**src/rtl/btn_pulse_pkg.sv**
```systemverilog
// -----------------------------------------------------------------------------
// btn_pulse_pkg
// Shared constants and types for the button pulse generator.
//   DEF_*          default cycle counts at 50 MHz (10 ms debounce,
//                  500 ms first repeat, 100 ms repeat period)
//   rep_state_t    auto-repeat state of one lane (IDLE, DELAY, REPEAT)
//   cnt_width()    counter width able to hold values 0..n
// -----------------------------------------------------------------------------
package btn_pulse_pkg;

   localparam int DEF_PORT_WIDTH    = 4;
   localparam int DEF_STABLE_CYCLES = 500000;
   localparam int DEF_REPEAT_DELAY  = 25000000;
   localparam int DEF_REPEAT_PERIOD = 5000000;

   typedef enum logic [1:0] {
      IDLE   = 2'd0,
      DELAY  = 2'd1,
      REPEAT = 2'd2
   } rep_state_t;

   function automatic int cnt_width(input int n);
      return $clog2(n) + 1;
   endfunction

endpackage

```
**src/rtl/btn_pulse_lane.sv**
```systemverilog
// -----------------------------------------------------------------------------
// btn_pulse_lane
// One button lane: 2-flop synchronizer, debounce counter, edge pulses and
// (optionally) auto-repeat strokes.
//   clk     system clock
//   reset   asynchronous, active-low reset
//   nbtn    raw pin, 0 = pressed, asynchronous to clk
//   level   debounced state, 1 = held
//   press   one-cycle pulse when level becomes 1
//   rel     one-cycle pulse when level becomes 0
//   stroke  one-cycle count-enable pulse (press, plus repeats if enabled)
// Build option: define BTN_PULSE_GEN_REPEAT_EN to add the auto-repeat FSM;
// without it REPEAT_DELAY / REPEAT_PERIOD have no effect.
// -----------------------------------------------------------------------------
module btn_pulse_lane
   import btn_pulse_pkg::*;
#(
   parameter int STABLE_CYCLES = DEF_STABLE_CYCLES,
   parameter int REPEAT_DELAY  = DEF_REPEAT_DELAY,
   parameter int REPEAT_PERIOD = DEF_REPEAT_PERIOD
) (
   input  logic clk,
   input  logic reset,
   input  logic nbtn,
   output logic level,
   output logic press,
   output logic rel,
   output logic stroke
);

   localparam int              CW       = cnt_width(STABLE_CYCLES);
   localparam logic [CW-1:0]   CNT_LAST = CW'(STABLE_CYCLES - 1);

   logic          sync1_reg;
   logic          sync_reg;
   logic [CW-1:0] cnt_reg;
   logic          level_reg;
   logic          press_reg;
   logic          rel_reg;
   logic          stroke_reg;

   // A level change is accepted on the edge where the STABLE_CYCLES-th
   // consecutive disagreeing sample is seen.
   logic accept;
   logic rise;
   logic fall;

   assign accept = (sync_reg != level_reg) && (cnt_reg == CNT_LAST);
   assign rise   = accept & ~level_reg;
   assign fall   = accept &  level_reg;

   always_ff @(posedge clk or negedge reset) begin
      if (!reset) begin
         sync1_reg <= 1'b0;
         sync_reg  <= 1'b0;
         cnt_reg   <= '0;
         level_reg <= 1'b0;
         press_reg <= 1'b0;
         rel_reg   <= 1'b0;
      end else begin
         // Inversion happens before the synchronizer so everything
         // downstream is positive logic.
         sync1_reg <= ~nbtn;
         sync_reg  <= sync1_reg;
         if (sync_reg == level_reg) begin
            cnt_reg <= '0;
         end else if (cnt_reg == CNT_LAST) begin
            cnt_reg   <= '0;
            level_reg <= ~level_reg;
         end else begin
            cnt_reg <= cnt_reg + 1'b1;
         end
         press_reg <= rise;
         rel_reg   <= fall;
      end
   end

`ifdef BTN_PULSE_GEN_REPEAT_EN
   localparam int TW = cnt_width((REPEAT_DELAY > REPEAT_PERIOD) ? REPEAT_DELAY : REPEAT_PERIOD);

   rep_state_t    state_reg;
   logic [TW-1:0] timer_reg;
   logic          expire;

   // Timer counts down to zero; the zero cycle is the expiry edge in both
   // DELAY and REPEAT.
   assign expire = (state_reg != IDLE) && (timer_reg == '0);

   always_ff @(posedge clk or negedge reset) begin
      if (!reset) begin
         state_reg  <= IDLE;
         timer_reg  <= '0;
         stroke_reg <= 1'b0;
      end else begin
         // A release landing on an expiry edge swallows that repeat pulse.
         stroke_reg <= rise | (expire & ~fall);
         if (fall) begin
            state_reg <= IDLE;
            timer_reg <= '0;
         end else begin
            case (state_reg)
               IDLE: begin
                  if (rise) begin
                     state_reg <= DELAY;
                     timer_reg <= TW'(REPEAT_DELAY - 1);
                  end
               end
               DELAY: begin
                  if (timer_reg == '0) begin
                     state_reg <= REPEAT;
                     timer_reg <= TW'(REPEAT_PERIOD - 1);
                  end else begin
                     timer_reg <= timer_reg - 1'b1;
                  end
               end
               REPEAT: begin
                  if (timer_reg == '0) begin
                     timer_reg <= TW'(REPEAT_PERIOD - 1);
                  end else begin
                     timer_reg <= timer_reg - 1'b1;
                  end
               end
               default: begin
                  state_reg <= IDLE;
                  timer_reg <= '0;
               end
            endcase
         end
      end
   end
`else
   // Repeat timing is irrelevant in this build.
   localparam int unused_repeat_cfg = REPEAT_DELAY + REPEAT_PERIOD;

   always_ff @(posedge clk or negedge reset) begin
      if (!reset) begin
         stroke_reg <= 1'b0;
      end else begin
         stroke_reg <= rise;
      end
   end
`endif

   assign level  = level_reg;
   assign press  = press_reg;
   assign rel    = rel_reg;
   assign stroke = stroke_reg;

endmodule

```
**src/rtl/btn_pulse_gen.sv**
```systemverilog
// -----------------------------------------------------------------------------
// btn_pulse_gen
// PORT_WIDTH independent button lanes: debounced level, press / release
// pulses and a stroke count-enable for a downstream address counter.
//   clk     system clock (50 MHz nominal)
//   reset   asynchronous, active-low reset
//   nbtn    raw pins, negative logic, asynchronous to clk
//   level   debounced state per lane, 1 = held
//   press   one-cycle pulse per lane on accepted 0->1 of level
//   rel     one-cycle pulse per lane on accepted 1->0 of level
//   stroke  one-cycle count-enable per lane
// Build option: BTN_PULSE_GEN_REPEAT_EN adds auto-repeat strokes while held.
// -----------------------------------------------------------------------------
module btn_pulse_gen
   import btn_pulse_pkg::*;
#(
   parameter int PORT_WIDTH    = DEF_PORT_WIDTH,
   parameter int STABLE_CYCLES = DEF_STABLE_CYCLES,
   parameter int REPEAT_DELAY  = DEF_REPEAT_DELAY,
   parameter int REPEAT_PERIOD = DEF_REPEAT_PERIOD
) (
   input  logic                  clk,
   input  logic                  reset,
   input  logic [PORT_WIDTH-1:0] nbtn,
   output logic [PORT_WIDTH-1:0] level,
   output logic [PORT_WIDTH-1:0] press,
   output logic [PORT_WIDTH-1:0] rel,
   output logic [PORT_WIDTH-1:0] stroke
);

   generate
      for (genvar gi = 0; gi < PORT_WIDTH; gi++) begin : g_lane
         btn_pulse_lane #(
            .STABLE_CYCLES (STABLE_CYCLES),
            .REPEAT_DELAY  (REPEAT_DELAY),
            .REPEAT_PERIOD (REPEAT_PERIOD)
         ) u_lane (
            .clk    (clk),
            .reset  (reset),
            .nbtn   (nbtn[gi]),
            .level  (level[gi]),
            .press  (press[gi]),
            .rel    (rel[gi]),
            .stroke (stroke[gi])
         );
      end
   endgenerate

endmodule

```
**config.mk**
```make
export PLATFORM = sky130hd
export DESIGN_NAME = btn_pulse_gen
export DESIGN_NICKNAME = d
export VERILOG_FILES = /design/src/rtl/btn_pulse_pkg.sv /design/src/rtl/btn_pulse_lane.sv /design/src/rtl/btn_pulse_gen.sv
export SDC_FILE = /design/constraint.sdc
export NUM_CORES = 1
export LEC_CHECK = 0
export CAP_MARGIN = 20
export CORE_MARGIN = 1
export CORE_UTILIZATION = 45
export DETAILED_ROUTE_END_ITERATION = 16
export GPL_TIMING_DRIVEN = 0
export SETUP_SLACK_MARGIN = 0.2
export SLEW_MARGIN = 40
export SYNTH_ARGS = -nofsm -noshare
export SYNTH_HDL_FRONTEND = slang
export SYNTH_SLANG_ARGS = --single-unit
export TNS_END_PERCENT = 30
```
**constraint.sdc**
```tcl
create_clock -name clk -period 2.73 [get_ports clk]
set_input_delay 0.546 -clock clk [delete_from_list [all_inputs] [get_ports clk]]
set_output_delay 0.546 -clock clk [all_outputs]
set_load 0.02 [all_outputs]
```
-- Word-level counts from Yosys, hierarchy flattened
Cells that the tools add are included.
- register bits: 100
- bits of input ports: 6
- logic and storage cells: 76
- add/sub/neg operators: 4
- eq/ne operators: 12
- muxes and demuxes: 8
- bitwise gates (word level): 20
- reductions and logical operators: 8
- operators by type and width (operator ; count):
    $mux 20 ; 8
    $add 20x1->20 const B ; 4
    $eq 20x19->1 const B ; 4
    $not 1->1 ; 12
    $and 1x1->1 ; 8
    $reduce_and 2->1 ; 4
    $eq 1x1->1 ; 4
    $logic_and 1x1->1 ; 4
    $ne 1x1->1 ; 4

-- Depth between registers and ports, before layout
Gate-level depths: netlist of the first run.
- word-level depth: 3
- gate-level depth with buffers: 6

-- Modules after synthesis
Synthesis of the first run repeated with hierarchy kept, for this count alone.
- cells, all modules: 472
- area total of the unflattened synthesis: 4739.5 sq um
- modules (own cells, without submodules) (module ; instances ; cells each ; area an instance (sq um) ; sequential area each (sq um)):
    btn_pulse_lane ; 4 ; 118 ; 1184.9 ; 625.6

-- Worst setup path before layout of the first run
OpenSTA, ideal clock, no wires.
- kind: register -> register
- start point: register g_lane[2].u_lane.cnt_reg[12]
- end point: register g_lane[2].u_lane.level_reg
- setup time: 125 ps
- arrival time: 1802 ps
- slack: 803 ps
- stages on the path, launching flop included: 4
- buffers on the path: 0
- clock period less this slack: 1927 ps
- cell sequence: dfrtp_1 -> or4_4 -> or4_4 -> mux2_4
- longest elaborated chain between the ends: 2
- RTL lines (what ; line ; source):
    from (decl) ; btn_pulse_lane.sv:36 ; logic [CW-1:0] cnt_reg;
    from (signal assigned) ; btn_pulse_lane.sv:71 ; cnt_reg <= cnt_reg + 1'b1;
    $eq 20x19->1 ; btn_pulse_lane.sv:67 ; end else if (cnt_reg == CNT_LAST) begin
    $reduce_and 2->1 (no line) ; -- ;
    to (signal assigned) ; btn_pulse_lane.sv:69 ; level_reg <= ~level_reg;
    to (decl) ; btn_pulse_lane.sv:37 ; logic level_reg;
No other way between the ends.
A chain may end at the register's enable or synchronous reset.

-- Final worst setup path of the first run
- start point: register g_lane[1].u_lane.cnt_reg[0]
- end point: register g_lane[1].u_lane.cnt_reg[13]
- longest elaborated chain between the ends: 3
- elaborated cells on any way between the ends: 4
- those cells by class: add/sub (1); eq/ne (1); mux (2)
- RTL lines (what ; line ; source):
    from (decl) ; btn_pulse_lane.sv:36 ;
    from (signal assigned) ; btn_pulse_lane.sv:71 ;
    $add 20x1->20 / $eq 20x19->1 (equally long branches) ; btn_pulse_lane.sv:71, btn_pulse_lane.sv:67 ;
    $mux 20 (*) ; btn_pulse_lane.sv:67 ;
    $mux 20 (*) ; btn_pulse_lane.sv:65 ; if (sync_reg == level_reg) begin
Every way passes the cells marked *; elsewhere a longest branch is shown, timed or not.

==> metrics.txt, run 1 <==
Cell variety after synth 45; maximum number of pins on one net before global-route repair 68; worst r2r src g_lane[1].u_lane.cnt_reg[0]; clock root cell clkbuf_8; Worst VDD drop about 0.57 mV; post-layout util 0.528; pwr/cell area 473 mW/mm²; Post-synth EDFFs 0; Max-Cap Viols 0; fin crit period 2.31 ns; worst slew pin tran 0.677 ns; Worst Path Max Fanout 10; HPWL Detailed 6420 µm; Worst Clk Skew 0.00926 ns; Data arrival, critical path 2.57 ns; CORE AREA 0.0104 mm²; Register-to-Register Path Depth 6; # hold bufs at CTS 0; Cell Area, Synth 0.00489 mm²; Gate Count Post-Synth slightly below 500; register area share after synthesis 0.512; H-tree depth 3; Layout area overhead 12.4%; max FFs per register 80; CTS tree yes; syn_nets 499; WL/cell ~14 µm; # setup viols final 0; remaining antenna violation count 0; static leakage 2.16 nW; Yosys reg bits 100; Slew HR 0.546; fmax 433 MHz; Slew Limit Fails 0; number of global-route vias before repair 3479; Critical Path Max Stage Delay 0.43 ns; DRT Pass-1 Iters 4; Hold Fails Final Rpt 0; via count about 3600; global-route wire length before repair between 15000 and 20000 µm; hold_ws 0.0301 ns; Final period util 0.847; synth warn 0; Setup TNS Final 0 ns; share of cells above drive strength 1 0.109; nets@finish 532; status finished, final reports clean; Slowest-stage cell, CP or2_2; number of CTS-inserted buffers 9; Starting Density 0.470; drt via density 5.42; drt total wl 9320 µm; Crit path required time between 2 and 3 ns; CP endpoint kind flop; Async SR Flop Fraction 1.00; Synth Flop Type dfrtp_1; Hold/Removal Path Class in -> async; port bufs 21; full die area 0.0113 mm²; Worst-path clk slew 0.08 ns; GP Congestion 0.791; crit-path cells ha_1 > nand4_1 > or2_2 > o21bai_2 > buf_2 > nor2_1; drt first-iter violations 140; Rows 37; WS Path Type reg -> reg; Chip Width 106 µm; Fillers 963; ant diodes 0; Post-CTS Setup Inserts 0; crit path from g_lane[1].u_lane.cnt_reg[0]; drt drc 0; RSZ-0062 raised after global routing no; Die Height 106 µm; crit start category flop; Mean Syn Cell Area 10.0 µm²; Ports 22; Total Routing Usage GR 0.182; CTS max path bufs 2; initial antenna violation count 0; total congestion overflow 0; later-pin clock latency in the skew report 0.37 ns; CTS resizes 0; clock sink total 100
## through the flow
stage / total power [mW] / setup slack [ns] / std cells / instance area (µm²)
after CTS: 2.65 / 0.440 / 660 / 5500
after global placement: 1.65 / -2.67 / 646 / 5270
after global routing: 2.72 / 0.241 / 660 / 5500
final: 2.60 / 0.419 / 660 / 5500
after floorplan: 1.59 / 0.803 / 489 / 4890
after detailed placement: 1.65 / 0.457 / 647 / 5300
## worst max-delay path, delay by kind of cell, from the launching register on
kind | cells | cell delay [ns]
AO/OA/AOI/OAI | 1 | 0.39
adder cells (fa/ha/maj) | 1 | 0.25
buffers and inverters | 1 | 0.31
flip-flops | 1 | 0.41
AND/OR/NAND/NOR | 3 | 0.84
## synth_stat cells (6+ instances only)
cell type | n | share of area
nor4_1 | 18 | 0.023
dfrtp_1 | 100 | 0.51
xnor2_1 | 47 | 0.084
nand4_1 | 32 | 0.041
nand3_1 | 25 | 0.026
or4_1 | 6 | 0.0092
a21oi_1 | 14 | 0.014
nor2_1 | 75 | 0.058
nor4b_1 | 6 | 0.011
xor2_1 | 14 | 0.025
inv_1 | 18 | 0.014
buf_4 | 17 | 0.026
nand2_1 | 24 | 0.018
nor3_1 | 19 | 0.019
nor3b_1 | 9 | 0.014
## metal layers
layer | vias to the layer above | global-route usage | wire length, µm
li1 | 1770 | - | -
met1 | 1739 | 0.235 | 4440
met2 | 58 | 0.293 | 4400
met3 | 7 | 0.0552 | 394
met4 | 0 | 0.0556 | 85
met5 | - | 0 | 0
## cell families after synthesis
group                      Yosys count  share of synthesized area
DFF                                100                      0.512
adders and majority gates            4                     0.0102
AOI/OAI and AO/OA                   31                     0.0440
and+or+nand+nor                    242                      0.263
buffers and inverters               46                     0.0499
muxes                                5                     0.0120
xor gates and xnor gates            61                      0.109
## layout make-up
class | instances | area, µm² | share of cell area
sequential | 100 | 2500 | 0.455
clock buffer | 10 | 128 | 0.0232
clock inverter | 3 | 65.1 | 0.0118
timing repair buffer | 22 | 243 | 0.0442
multi-input combinational | 343 | 2140 | 0.390
inverter | 19 | 71.3 | 0.0130
buffer | 27 | 173 | 0.0314
tap | 136 | 170 | 0.0310
## worst paths after layout
check                                                    end  slack, ns
max in group asynchronous        g_lane[1].u_lane.cnt_reg[9]       2.11
min in group clk                   g_lane[0].u_lane.sync_reg       0.36
worst min register to register     g_lane[0].u_lane.sync_reg       0.36
worst max-delay path            g_lane[1].u_lane.cnt_reg[13]       0.42
worst max register to register  g_lane[1].u_lane.cnt_reg[13]       0.42
worst min-delay path             g_lane[0].u_lane.cnt_reg[4]       0.03
## report_power, final
group	internal, mW	switching, mW
sequential	1.50	0.0204
clock	0.500	0.480
combinational	0.0344	0.0660
total	2.03	0.567
## placed cells by master (no fill, tap or decap), drive strengths merged, types with 2 or more instances in the layout
| cell | instances |
|---|---|
| a21oi | 14 |
| a31o | 3 |
| and2 | 2 |
| and3 | 4 |
| and4 | 4 |
| buf | 23 |
| bufinv | 2 |
| clkbuf | 16 |
| clkdlybuf4s50 | 20 |
| dfrtp | 100 |
| ha | 4 |
| inv | 19 |
| mux2 | 4 |
| nand2 | 24 |
| nand3 | 25 |
| nand4 | 32 |
| nor2 | 75 |
| nor3 | 19 |
| nor3b | 9 |
| nor4 | 19 |
| nor4b | 6 |
| o21ai | 5 |
| o21bai | 2 |
| o31ai | 4 |
| o41ai | 2 |
| or2 | 5 |
| or3 | 5 |
| or4 | 8 |
| xnor2 | 47 |
| xor2 | 14 |
No activity file was read; power rests on OpenSTA's default activity.
==> inputs of run 2 (changes only) <==
Clock period 2.73 ns to 2.1 ns, I/O delays scaled along.
==> run 2 against run 1 <==
Non-clock buffer count up 24. Power grew 26%. Die area is the same. Sequential cell count is the same. Clock power rose by 17%. Routed wire length rose by 5.2%. Worst hold slack improved by 0.33 ns. Global-route usage increased by 0.49 points. Register-to-register slack worse by 0.28 ns. Worst setup slack worse by 0.28 ns. Largest power group unchanged.
==> metrics.txt, run 2 (synthesis results as in run 1) <==
status finished, final reports clean (unchanged); clock root cell clkbuf_8 (unchanged); port bufs 21 (unchanged); Layout area overhead 19.0% (was 12.4%); Crit path required time 2.36 ns (was 2.99 ns); Starting Density 0.470 (unchanged); Chip Width 106 µm (unchanged); cell mode on critical path or4_4; fin crit period 1.96 ns (was 2.31 ns); Data arrival, critical path 2.22 ns (was 2.57 ns); HPWL Detailed 6400 µm (was 6420 µm); WS Path Type reg -> reg (unchanged); nets@finish 556 (was 532); full die area 0.0113 mm² (unchanged); Placement Setup Slack -0.181 ns (was 0.457 ns); most common cell after layout, fill and taps aside dfrtp_1 (unchanged); share of cells above drive strength 1 0.187 (was 0.109); Final period util 0.934 (was 0.847); via count 3686 (was 3574); RSZ-0062 raised after global routing yes (was no); global-route wire length before repair 16800 µm (was 16100 µm); Slowest-stage cell, CP or4_4 (was or2_2); Hold Fails Final Rpt 0 (unchanged); CORE AREA 0.0104 mm² (unchanged); Max-Cap Viols 0 (unchanged); drt via density 5.37 (was 5.42); commonest cells after routing, fill and taps aside dfrtp_1, nor2_1, xnor2_1 (unchanged); GP Congestion 0.816 (was 0.791); later-pin clock latency in the skew report 0.37 ns (about the same); Slew HR 0.703 (was 0.546); H-tree depth 3 (unchanged); maximum number of pins on one net before global-route repair 52 (was 68); Worst Path Max Fanout 4 (was 10); fmax 510 MHz (was 433 MHz); crit start category flop (unchanged); Fillers 926 (was 963); Die Height 106 µm (unchanged); worst slew pin tran 0.443 ns (was 0.677 ns); total congestion overflow 0 (unchanged); WL/cell 14.3 µm (was 14.1 µm); Worst VDD drop 0.397 mV (was 0.568 mV); Critical Path Max Stage Delay 0.56 ns (was 0.43 ns); Slew Limit Fails 0 (unchanged); ant diodes 0 (unchanged); remaining antenna violation count 0 (unchanged); crit-path leading delay family simple AND/OR/NAND/NOR gates (unchanged); crit-path cells or4_4 > or4_4 > mux2_4 (was ha_1 > nand4_1 > or2_2 > o21bai_2 > buf_2 > nor2_1); CTS max path bufs 2 (unchanged); Ports 22 (unchanged); pwr/cell area 564 mW/mm² (was 473 mW/mm²); drt drc 0 (unchanged); clock sink total 100 (unchanged); WP buf/inv 0 (was 1); CP endpoint kind flop (unchanged); number of global-route vias before repair 3596 (was 3479); static leakage 2.32 nW (was 2.16 nW); initial antenna violation count 0 (unchanged); CTS tree yes (unchanged); Worst Clk Skew 0.0139 ns (was 0.00926 ns); max FFs per register 80 (unchanged); drt total wl 9800 µm (was 9320 µm); Worst-path clk slew 0.09 ns (was 0.08 ns); DRT Pass-1 Iters 4 (unchanged); Total Routing Usage GR 0.187 (was 0.182); Rows 37 (unchanged); final setup margin 0.139 ns (was 0.419 ns); # setup viols final 0 (unchanged); hold_ws 0.360 ns (was 0.0301 ns); Hold/Removal Path Class reg -> reg (was in -> async); drt first-iter violations 114 (was 140); number of CTS-inserted buffers 9 (unchanged)
[run 2: changes by cell type in the layout (fill, tap and decap cells not counted), sizes merged]
cell,previous run,this run
buf,23,44
clkbuf,16,21
bufinv,2,0
clkinv,1,2
clkinvlp,0,1
dlygate4sd3,0,1
[run 2: worst paths after layout]
kind | startpoint | endpoint | slack, ns | cells after the start
worst min-delay path | g_lane[2].u_lane.sync1_reg | g_lane[2].u_lane.sync_reg | 0.36 | 0
worst max-delay path | g_lane[2].u_lane.cnt_reg[10] | g_lane[2].u_lane.level | 0.14 | 3
worst min register to register | g_lane[2].u_lane.sync1_reg | g_lane[2].u_lane.sync_reg | 0.36 | 0
min in group asynchronous | reset | g_lane[0].u_lane.level | 0.54 | 2
worst max register to register | g_lane[2].u_lane.cnt_reg[10] | g_lane[2].u_lane.level | 0.14 | 3
max in group asynchronous | reset | g_lane[3].u_lane.cnt_reg[0] | 0.97 | 3
[run 2: what timing repair did]
action / CTS / global route
hold buffers: 1 / 0
setup endpoints to repair: 75 / 62
cloned: 0 / 0
endpoints found under the hold margin: 49 / 0
resized for setup: 11 / 20
buffers inserted: 5 / 18
pin swaps: 3 / 7
[run 2: metal layers]
| metal | GRT usage | part of all wire | up-vias |
|---|---|---|---|
| met4 | 0.0655 | 0.015 | 0 |
| met1 | 0.254 | 0.48 | 1794 |
| li1 | - | - | 1820 |
| met2 | 0.288 | 0.47 | 60 |
| met5 | 0 | 0 | - |
| met3 | 0.0484 | 0.036 | 12 |
[run 2: worst reg2reg max path: stages, from the launching register on]
cell and delay [ns]:
dfrtp_1 0.43, or4_4 0.55, or4_4 0.56, mux2_4 0.31
[run 2: metrics by stage]
stage	setup TNS [ns]	power, mW	util	instance area (µm²)	std cells
floorplan	0	2.07	-	4890	489
global placement	-320.47	2.14	0.506	5270	646
detailed placement	-4.22	2.15	0.509	5300	647
CTS	0	3.32	0.537	5590	669
global route	0	3.44	0.559	5820	687
finish	0	3.28	0.559	5820	687
[run 2: cell type report]
type	instances	area [µm²]	share of cell area
buffer	27	180	0.0310
clock buffer	13	159	0.0273
clock inverter	3	21.3	0.00366
inverter	19	71.3	0.0123
multi-input combinational	343	2280	0.393
sequential	100	2510	0.431
tap	136	170	0.0292
timing repair buffer	46	425	0.0731
[run 2: report_power, final]
group	internal (mW)	total, mW	switching (mW)
combinational	0.0635	0.155	0.0918
clock	0.498	1.15	0.656
sequential	1.95	1.98	0.0251
total	2.51	3.28	0.773
